===== config.mk =====
export PLATFORM = sky130hd
export DESIGN_NAME = parallel_in_sr
export DESIGN_NICKNAME = d
export VERILOG_FILES = /design/src/rtl/parallel_in_sr_pkg.sv /design/src/rtl/parallel_in_sr_load_sr_unit.sv /design/src/rtl/parallel_in_sr.sv
export SDC_FILE = /design/constraint.sdc
export NUM_CORES = 1
export LEC_CHECK = 0
export ABC_AREA = 0
export BUFFER_PORTS_ARGS = -buffer_cell sky130_fd_sc_hd__buf_4
export CAP_MARGIN = 30
export CORE_MARGIN = 8
export CORE_UTILIZATION = 47
export CTS_CLUSTER_SIZE = 12
export DETAILED_ROUTE_END_ITERATION = 6
export GPL_ROUTABILITY_DRIVEN = 0
export PLACE_DENSITY_LB_ADDON = 0.25
export SETUP_SLACK_MARGIN = 0.5
export SLEW_MARGIN = 15
export SYNTH_ARGS = -nofsm -noshare
export SYNTH_HDL_FRONTEND = slang
export SYNTH_SLANG_ARGS = --single-unit

===== constraint.sdc =====
create_clock -name clock -period 1.5 [get_ports clock]
set_input_delay 0.3 -clock clock [delete_from_list [all_inputs] [get_ports clock]]
set_output_delay 0.3 -clock clock [all_outputs]
set_load 0.01 [all_outputs]

===== src/rtl/parallel_in_sr_pkg.sv =====
// Shared definitions for the parallel-in, serial-out byte shift register:
// FSM state type, byte width and the counter-width helper.
package parallel_in_sr_pkg;

    localparam int BYTE_W = 8;

    typedef enum logic {
        IDLE  = 1'b0,
        SHIFT = 1'b1
    } state_t;

    // Ceiling log2; callers pass DEPTH+1 so a count of DEPTH always fits.
    function automatic int clog2(input int value);
        int result;
        int v;
        result = 0;
        v      = value - 1;
        while (v > 0) begin
            result = result + 1;
            v      = v >> 1;
        end
        return result;
    endfunction

endpackage


===== src/rtl/parallel_in_sr_load_sr_unit.sv =====
// One byte slot of the shift chain: loads either its parallel byte or its
// upstream neighbour when enabled, cleared asynchronously by reset.
module load_sr_unit
    import parallel_in_sr_pkg::*;
(
    input  logic              clock,
    input  logic              reset,
    input  logic              i_en,
    input  logic              i_load,
    input  logic [BYTE_W-1:0] i_par,
    input  logic [BYTE_W-1:0] i_shift_in,
    output logic [BYTE_W-1:0] o_q
);

    logic [BYTE_W-1:0] r_q;

    // NOTE: the slots are reset (not left as uninitialised storage) because
    // shift_out must read 8'h00 while reset is held; sequential state uses
    // non-blocking assignments so every slot samples its neighbour's old value.
    always_ff @(posedge clock or negedge reset) begin
        if (!reset) begin
            r_q <= '0;
        end else if (i_en) begin
            r_q <= i_load ? i_par : i_shift_in;
        end
    end

    assign o_q = r_q;

endmodule


===== src/rtl/parallel_in_sr.sv =====
// Parallel-in, serial-out byte shift register with valid/ready on both sides;
// slot DEPTH-1 is emitted first so a matching SIPO reproduces the word.
module parallel_in_sr
    import parallel_in_sr_pkg::*;
#(
    parameter int DEPTH = 4
) (
    input  logic                    clock,
    input  logic                    reset,
    input  logic [BYTE_W*DEPTH-1:0] p_in,
    input  logic                    load_valid,
    output logic                    load_ready,
    output logic [BYTE_W-1:0]       shift_out,
    output logic                    shift_valid,
    input  logic                    shift_ready,
    output logic                    busy
);

    localparam int                CNT_W    = clog2(DEPTH + 1);
    localparam logic [CNT_W-1:0] CNT_FULL = CNT_W'(DEPTH);
    localparam logic [CNT_W-1:0] CNT_ONE  = CNT_W'(1);

    state_t            r_state;
    state_t            w_state_nxt;
    logic [CNT_W-1:0]  r_count;
    logic [CNT_W-1:0]  w_count_nxt;
    logic [BYTE_W-1:0] w_slot [DEPTH];
    logic              w_last;
    logic              w_load;
    logic              w_xfer;
    logic              w_en;

    assign w_last      = (r_count == CNT_ONE);
    assign shift_valid = (r_state == SHIFT);
    assign busy        = (r_state == SHIFT);
    // A word can be accepted while the last byte of the previous one leaves.
    assign load_ready  = (r_state == IDLE) || (w_last && shift_ready);
    assign w_load      = load_valid && load_ready;
    assign w_xfer      = shift_valid && shift_ready;
    assign w_en        = w_load || w_xfer;
    assign shift_out   = w_slot[DEPTH-1];

    for (genvar g = 0; g < DEPTH; g++) begin : g_slot
        logic [BYTE_W-1:0] w_shift_in;
        if (g == 0) begin : g_tail
            assign w_shift_in = '0;
        end else begin : g_body
            assign w_shift_in = w_slot[g-1];
        end

        load_sr_unit u_unit (
            .clock      (clock),
            .reset      (reset),
            .i_en       (w_en),
            .i_load     (w_load),
            .i_par      (p_in[g*BYTE_W +: BYTE_W]),
            .i_shift_in (w_shift_in),
            .o_q        (w_slot[g])
        );
    end

    always_ff @(posedge clock or negedge reset) begin
        if (!reset) begin
            r_state <= IDLE;
            r_count <= '0;
        end else begin
            r_state <= w_state_nxt;
            r_count <= w_count_nxt;
        end
    end

    // NOTE: both next-state values get a hold default first, so no path through
    // this block leaves them unassigned and no latch is inferred.
    always_comb begin
        w_state_nxt = r_state;
        w_count_nxt = r_count;
        case (r_state)
            IDLE: begin
                if (w_load) begin
                    w_state_nxt = SHIFT;
                    w_count_nxt = CNT_FULL;
                end
            end
            SHIFT: begin
                if (w_xfer) begin
                    if (!w_last) begin
                        w_count_nxt = r_count - CNT_ONE;
                    end else if (w_load) begin
                        w_count_nxt = CNT_FULL;
                    end else begin
                        w_state_nxt = IDLE;
                        w_count_nxt = '0;
                    end
                end
            end
            default: begin
                w_state_nxt = IDLE;
                w_count_nxt = '0;
            end
        endcase
    end

endmodule


== After elaboration in Yosys (flattened, before gate mapping) ==
Cells that the tools add are included.
Operators by class
  add/subtract/negate cells: 1
  equal/unequal tests: 3
  muxes and demuxes: 13
  bitwise gates (word level): 1
  reduce and logical (&&, ||, !) cells: 6
Operator list (number)
  $mux 8: 4
  $mux 3: 4
  $pmux 3 s2: 1
  $ne 2x1->1 const B: 2
  $eq 3x1->1 const B: 1
  $logic_and 1x1->1: 3
  $mux 1: 3
  $sub 3x1->3 const B: 1
  $logic_or 1x1->1: 2
  $pmux 1 s2: 1
  $reduce_and 2->1: 1
  $not 1->1: 1
Word-level totals
  flip-flop bits (word level): 36
  input port bits: 36
  output and inout port bits: 11
  word-level logic and storage cells: 30

== Logic depth before layout (Yosys ltp) ==
Gate-level depths: netlist of run 1.
  word-level depth: 8
  depth in mapped cells: 6
  gate-level depth less buffers: 5

== By module ==
A second synthesis of run 1 with hierarchy kept.
Second synthesis, totals
  cells, all modules: 169
  area, all modules: 1800.5 µm²
Modules (own cells, without submodules)
  load_sr_unit: times used 4, cells each 35, area an instance 384.1 µm², seq. area each 200.2 µm²
  parallel_in_sr: times used 1, cells each 29, area an instance 264.0 µm², seq. area each 100.1 µm²

== Worst setup path after synthesis of run 1 ==
Ideal clock, no wire load.
  kind: reg2reg
  start point: reg r_count[0]
  end point: reg g_slot[1].u_unit.r_q[0]
  library setup time: 123 ps
  data arrival time: 1432 ps
  data required time: 1377 ps
  path slack: -55 ps
  cell stages (with the launch flop): 6
  path buffers: 1
  period minus slack after synthesis: 1555 ps
  path through: dfrtp_1 > ha_1 > and3b_1 > or2_4 > buf_6 > o221a_2
On the way
  longest elaborated chain between the ends: 5
  elaborated cells on any way between the ends: 6
  those cells by class: 1 x eq/ne; 1 x mux; 4 x reduce/logical
RTL lines
  start: declaration: line parallel_in_sr.sv:25  | logic [CNT_W-1:0] r_count;
  start signal: assignment: line parallel_in_sr.sv:68  | r_count <= w_count_nxt;
  $eq 3x1->1 (*): line parallel_in_sr.sv:33  | assign w_last = (r_count == CNT_ONE);
  $logic_and 1x1->1 (*): line parallel_in_sr.sv:37  | assign load_ready = (r_state == IDLE) || (w_last && shift_ready);
  $logic_or 1x1->1 (*): line parallel_in_sr.sv:37
  $logic_and 1x1->1 (*): line parallel_in_sr.sv:38  | assign w_load = load_valid && load_ready;
  $mux 8 / $logic_or 1x1->1 (equally long branches): line parallel_in_sr_load_sr_unit.sv:24, parallel_in_sr.sv:40
  end signal: assignment: line parallel_in_sr_load_sr_unit.sv:24  | r_q <= i_load ? i_par : i_shift_in;
  end: declaration: line parallel_in_sr_load_sr_unit.sv:15  | logic [BYTE_W-1:0] r_q;
Mark *: on every way between the ends. The rest lies on a longest branch, timed or not.
A chain may end at the register's enable or synchronous reset.

== Worst setup path after layout of run 1 ==
  start point: reg r_count[0]
  end point: reg g_slot[1].u_unit.r_q[4]
Same word-level chain as after synthesis.

==> results.sh, run 1 <==
export IMPL_setup_viol=14
export IMPL_h_tree_depth=2
export IMPL_critPathKind="reg2reg"
export IMPL_dr_pass1_iters=5
export IMPL_n_fill_cell=268
export IMPL_grt_pass1_vias=1756
export IMPL_period_minus_slack_ps=1640
export IMPL_synth_top_family_by_area="compound AO/OA/AOI/OAI gates"
export IMPL_register_area_um2=902
export IMPL_die_width_um=79.1
export IMPL_cp_slowest_cell="dfrtp_1"
export IMPL_crit_chain="ha_4 -> buf_6 -> and3b_2 -> or2_4 -> o221a_4"
export IMPL_clk_pin_slew_ps=70
export IMPL_viasPerCell=5.97
export IMPL_tns_ps=-1600
export IMPL_antenna_found_initial=0
export IMPL_design_area_um2=2870
export IMPL_synthToLayoutAreaGrowth_pct=53.1
export IMPL_slowest_delay_ps=420
export IMPL_worst_pin_slew_ps=477
export IMPL_hold_violations=0
export IMPL_ir_worst_vdd_mv=0.746
export IMPL_syn_area_per_cell_um2=11.4
export IMPL_finClkSkew_ps=4.82
export IMPL_reg2regPathDepth=5
export IMPL_dp_hpwl_um=3440
export IMPL_start_util=0.478
export IMPL_crit_cells=5
export IMPL_synthXorXnorAreaFrac=0
export IMPL_finalCritPeriodShare=1.09
export IMPL_final_max_slew_viol_count=0
export IMPL_nets=267
export IMPL_grt_pass1_wl_um=8690
export IMPL_max_slew_margin=0.682
export IMPL_dp_cells=258
export IMPL_fmax_ghz=0.611
export IMPL_final_cell_mix="50 x buf_4, 35 x dfrtp_1, 15 x buf_6"
export IMPL_vias=1672
export IMPL_setup_ws_ps=-137
export IMPL_die_area_um2=6260
export IMPL_synthMuxAreaShare=0.0983
export IMPL_status="finished, violations left"
export IMPL_power_leakage_uw=0.00123
export IMPL_numCtsBuffers=5
export IMPL_violations="setup timing"
export IMPL_synth_nets=202
export IMPL_multi_input_area_um2=1180
export IMPL_critPathArrivalTime_ps=1810
export IMPL_clk_latency_ps=290
export IMPL_required_ps=1680
export IMPL_netlist_instances=164
export IMPL_synthAdderAreaFrac=0.0134
export IMPL_synth_compound_area_frac=0.265
export IMPL_grt_overflow=0
export IMPL_yosys_area_share_simple=0.0969
export IMPL_end_kind="flip-flop"
export IMPL_ant_nets=0
export IMPL_antenna_cells=0
export IMPL_powerDensity_nw_per_um2=1550
export IMPL_synth_seq_cells=36
export IMPL_yosysSeqAreaShare=0.481
export IMPL_core_area_um2=3910
export IMPL_drv_cap=0
export IMPL_grt_max_degree=37
export IMPL_hold_class="in2reg"
export IMPL_yosys_warnings=0
export IMPL_die_h_um=79.1
export IMPL_crit_path_max_fanout=7
export IMPL_grt_usage=0.173
export IMPL_layout_commonest_cell="buf_4"
export IMPL_final_cells=280
export IMPL_drive_gt1_frac=0.526
export IMPL_rsz0062_at_grt="yes"
export IMPL_wl_um=5470
export IMPL_syn_area_um2=1870
export IMPL_start_kind="flip-flop"
export IMPL_route_detailed_drc=0
export IMPL_p_total_uw=4460
export IMPL_row_count=23
export IMPL_hold_path_depth=2
export IMPL_synth_cell_type_count=30
export IMPL_cts_tree="built"
export IMPL_cts_root_buf="clkbuf_8"
export IMPL_placed_area_um2=2350
export IMPL_cts_path_max_buffers=2
export IMPL_cts_sinks=36
export IMPL_drt_initial_drc_count=81
export IMPL_cp_top_family="simple AND/OR/NAND/NOR gates"
export IMPL_wl_per_cell_um=19.5
export IMPL_dpl_worst_slack_ps=53.2
export IMPL_path_buf_inv=1
export IMPL_io_pins=47
export IMPL_portBuffers=46
cell type report:
class                           count  share of cell area
Multi-Input combinational cell    113               0.412
Inverter                            3             0.00393
Tap cell                           50              0.0218
Clock buffer                        8              0.0314
Sequential cell                    36               0.315
Timing Repair Buffer               70               0.216
registers in the layout, summed over array words and instances (netlist names):
name / count
busy: 1
r_count: 3
g_slot.u_unit.o_q: 32
cells in the mapped netlist:
cell / count / area (µm²)
dfrtp_1: 36 / 901
buf_1: 1 / 3.75
clkbuf_1: 3 / 11.3
nand2b_1: 8 / 50.1
nor2b_1: 3 / 18.8
o32ai_1: 11 / 96.3
nand4b_4: 1 / 23.8
o221a_2: 13 / 146
a22o_1: 8 / 70.1
clkbuf_2: 1 / 5.00
and3b_1: 1 / 8.76
inv_1: 3 / 11.3
a22oi_1: 1 / 7.51
nand2_1: 4 / 15.0
mux2_2: 11 / 124
nor2_1: 11 / 41.3
o21ai_1: 1 / 5.00
buf_6: 1 / 11.3
ha_1: 2 / 25.0
o21ai_0: 12 / 60.1
mux2i_1: 6 / 60.1
buf_4: 3 / 22.5
o21a_1: 1 / 7.51
or2_4: 1 / 8.76
o22a_1: 1 / 8.76
a21bo_2: 1 / 10.0
buf_2: 4 / 20.0
o31ai_1: 2 / 15.0
o22ai_1: 11 / 68.8
or2b_1: 2 / 15.0
worst paths after layout:
check	startpoint	to	slack [ps]
max	r_count[0]	g_slot[1].u_unit.o_q[4]	-140
min	p_in[6]	g_slot[0].u_unit.o_q[6]	220
max reg2reg	r_count[0]	g_slot[1].u_unit.o_q[4]	-140
min reg2reg	g_slot[0].u_unit.o_q[5]	g_slot[0].u_unit.o_q[5]	540
max in group asynchronous	reset	busy	660
min in group asynchronous	reset	g_slot[3].u_unit.o_q[1]	500
layer usage:
metal	share of wire	global-route usage	up-vias	wire length [µm]
li1	-	-	768	-
met1	0.42	0.210	839	2320
met2	0.50	0.283	57	2730
met3	0.068	0.0655	8	373
met4	0.0086	0.0426	0	47
met5	0	0	-	0
timing repair:
item	in CTS	in global routing
setup buffers	10	1
endpoints found under the hold margin	36	0
gates cloned	2	0
pin swaps	14	15
resized for setup	41	13
hold buffers	1	0
endpoints found under the setup margin	47	47
kinds of logic (layout without fill, tap and decap cells):
| group | Yosys count | in the layout |
|---|---|---|
| flip-flops | 36 | 36 |
| AND/OR/NAND/NOR | 31 | 32 |
| AO/OA/AOI/OAI | 62 | 62 |
| multiplexers | 17 | 17 |
| adder cells (fa/ha/maj) | 2 | 2 |
| buffers and inverters | 16 | 81 |
through the flow:
step / util / hold slack (ps)
3_3_place_gp: 0.600 / 281
5_1_grt: 0.732 / 222
3_5_place_dp: 0.600 / 282
4_1_cts: 0.701 / 220
2_1_floorplan: - / 4.41
6_report: 0.732 / 223
power breakdown:
part           leakage [µW]  switching (µW)  internal (µW)
sequential         0.000433             335           1320
clock             0.0000455             333            375
combinational      0.000754             822           1270
(Power assumes the default switching activity.)
==> run 2: changes to the inputs <==
Settings changed: CORE_UTILIZATION 47 to 49, CTS_BUF_LIST set to sky130_fd_sc_hd__clkbuf_8.
==> run 2 against run 1 <==
Against the previous run:
- the flow still finishes with violations (setup timing)
- total power rose by 15%
- first-iteration DRC count rose by 110%
- wire length rose by 29%
- worst hold slack got worse by 1.5 ps
- global-route usage rose by 3.9 points
- final area rose by 6.4%
- cell count rose by 1.1%
- sequential power rose by 3%
- flip-flop and latch count did not move
- largest cell class unchanged
- largest power group unchanged
- highest routed layer unchanged
==> results.sh, run 2 (synthesis results as in run 1) <==
export IMPL_ant_nets=0
export IMPL_grt_usage=0.212
export IMPL_largest_register_ffs=32
export IMPL_viasPerCell=6.56
export IMPL_io_pins=47
export IMPL_slowest_delay_ps=430
export IMPL_vias=1856
export IMPL_cts_sinks=36
export IMPL_powerDensity_nw_per_um2=1670
export IMPL_row_count=22
export IMPL_grt_max_degree=37
export IMPL_final_max_slew_viol_count=0
export IMPL_power_leakage_uw=0.00130
export IMPL_nets=272
export IMPL_ff2ff_setup_slack_ps=-170
export IMPL_final_core_util=0.833
export IMPL_hold_violations=0
export IMPL_cts_root_buf="clkbuf_8"
export IMPL_crit_chain="ha_4 -> nor2b_4 -> a21bo_2 -> buf_6"
export IMPL_wl_um=7080
export IMPL_clk_pin_slew_ps=70
export IMPL_grt_pass1_wl_um=10300
export IMPL_cp_slowest_cell="dfrtp_1"
export IMPL_die_width_um=77.8
export IMPL_drv_cap=0
export IMPL_h_tree_depth=2
export IMPL_dr_max_layer_used="met4"
export IMPL_antenna_found_initial=0
export IMPL_clk_latency_ps=290
export IMPL_max_slew_margin=0.659
export IMPL_required_ps=1200
export IMPL_period_minus_slack_ps=1680
export IMPL_worst_pin_slew_ps=511
export IMPL_grt_pass1_vias=1987
export IMPL_die_area_um2=6050
export IMPL_wl_met3_um=567
export IMPL_final_cell_mix="51 x buf_4, 35 x dfrtp_1, 16 x buf_6"
export IMPL_numCtsBuffers=5
export IMPL_critPathKind="reg2out"
export IMPL_dpl_worst_slack_ps=27.7
export IMPL_crit_path_max_fanout=2
export IMPL_drive_gt1_frac=0.566
export IMPL_p_total_uw=5100
export IMPL_setup_ws_ps=-180
export IMPL_grt_overflow=0
export IMPL_dr_pass1_iters=4
export IMPL_layout_commonest_cell="buf_4"
export IMPL_status="finished, violations left"
export IMPL_hold_class="in2reg"
export IMPL_start_util=0.511
export IMPL_wl_met2_um=3640
export IMPL_die_h_um=77.8
export IMPL_finClkSkew_ps=3.38
export IMPL_ir_worst_vdd_mv=1.19
export IMPL_violations="setup timing"
export IMPL_finalCritPeriodShare=1.12
export IMPL_route_detailed_drc=0
export IMPL_cts_path_max_buffers=2
export IMPL_core_area_um2=3660
export IMPL_wl_per_cell_um=25.0
export IMPL_portBuffers=46
export IMPL_wl_met1_um=2580
export IMPL_fmax_ghz=0.595
export IMPL_setup_viol=25
export IMPL_end_kind="output port"
export IMPL_start_kind="flip-flop"
export IMPL_dp_hpwl_um=3540
export IMPL_rsz0062_at_grt="yes"
export IMPL_drt_initial_drc_count=174
export IMPL_critPathArrivalTime_ps=1380
export IMPL_antenna_cells=0
export IMPL_cts_tree="built"
export IMPL_synthToLayoutAreaGrowth_pct=62.9
run 2: worst paths after layout:
check | end | start | depth (start not counted)
max in group asynchronous | busy | reset | 2
min in group asynchronous | g_slot[0].u_unit.o_q[0] | reset | 2
setup reg to reg | g_slot[1].u_unit.o_q[3] | r_count[0] | 5
hold reg to reg | g_slot[0].u_unit.o_q[5] | g_slot[0].u_unit.o_q[5] | 1
hold / removal | g_slot[0].u_unit.o_q[4] | p_in[4] | 2
setup / recovery | load_ready | r_count[0] | 4
run 2: repair_timing:
action | 4_1_cts | 5_1_grt
hold endpoints to repair | 36 | 0
setup buffers | 14 | 2
hold buffers | 1 | 0
resized for setup | 45 | 24
cloned | 3 | 0
endpoints found under the setup margin | 47 | 47
pin swaps | 13 | 26
run 2: stage by stage:
stage / hold slack, ps / setup TNS, ps / cell area [µm²] / cells
4_1_cts: 224 / -1630 / 2850 / 281
3_5_place_dp: 284 / 0 / 2340 / 255
5_1_grt: 219 / -2980 / 3050 / 283
6_report: 221 / -2410 / 3050 / 283
2_1_floorplan: 4.41 / 0 / 1930 / 164
3_3_place_gp: 276 / 0 / 2340 / 255
run 2: metal layers:
layer | up-vias | track usage
met2 | 113 | 0.363
met4 | 0 | 0.0868
met1 | 933 | 0.240
li1 | 786 | -
met3 | 24 | 0.0657
met5 | - | 0
run 2: layout make-up:
cell class	instances	area (µm²)
fill	195	612
clock inverter	1	30.0
timing repair buffer	75	701
tap	48	60.1
inverter	3	11.3
multi-input combinational	113	1250
sequential	36	902
clock buffer	7	96.3
run 2: report_power, final:
part	total, µW	switching (µW)	internal, µW
Clock	949	362	587
Combinational	2450	1010	1440
Sequential	1710	386	1320
Total	5100	1760	3340
run 2: critical path: cells and delay by family, from the launching register on:
kind / cells / cell delay [ps]
fa+ha+maj: 1 / 180
flops: 1 / 430
simple gates: 1 / 130
buf+inv: 1 / 120
compound gates: 1 / 220
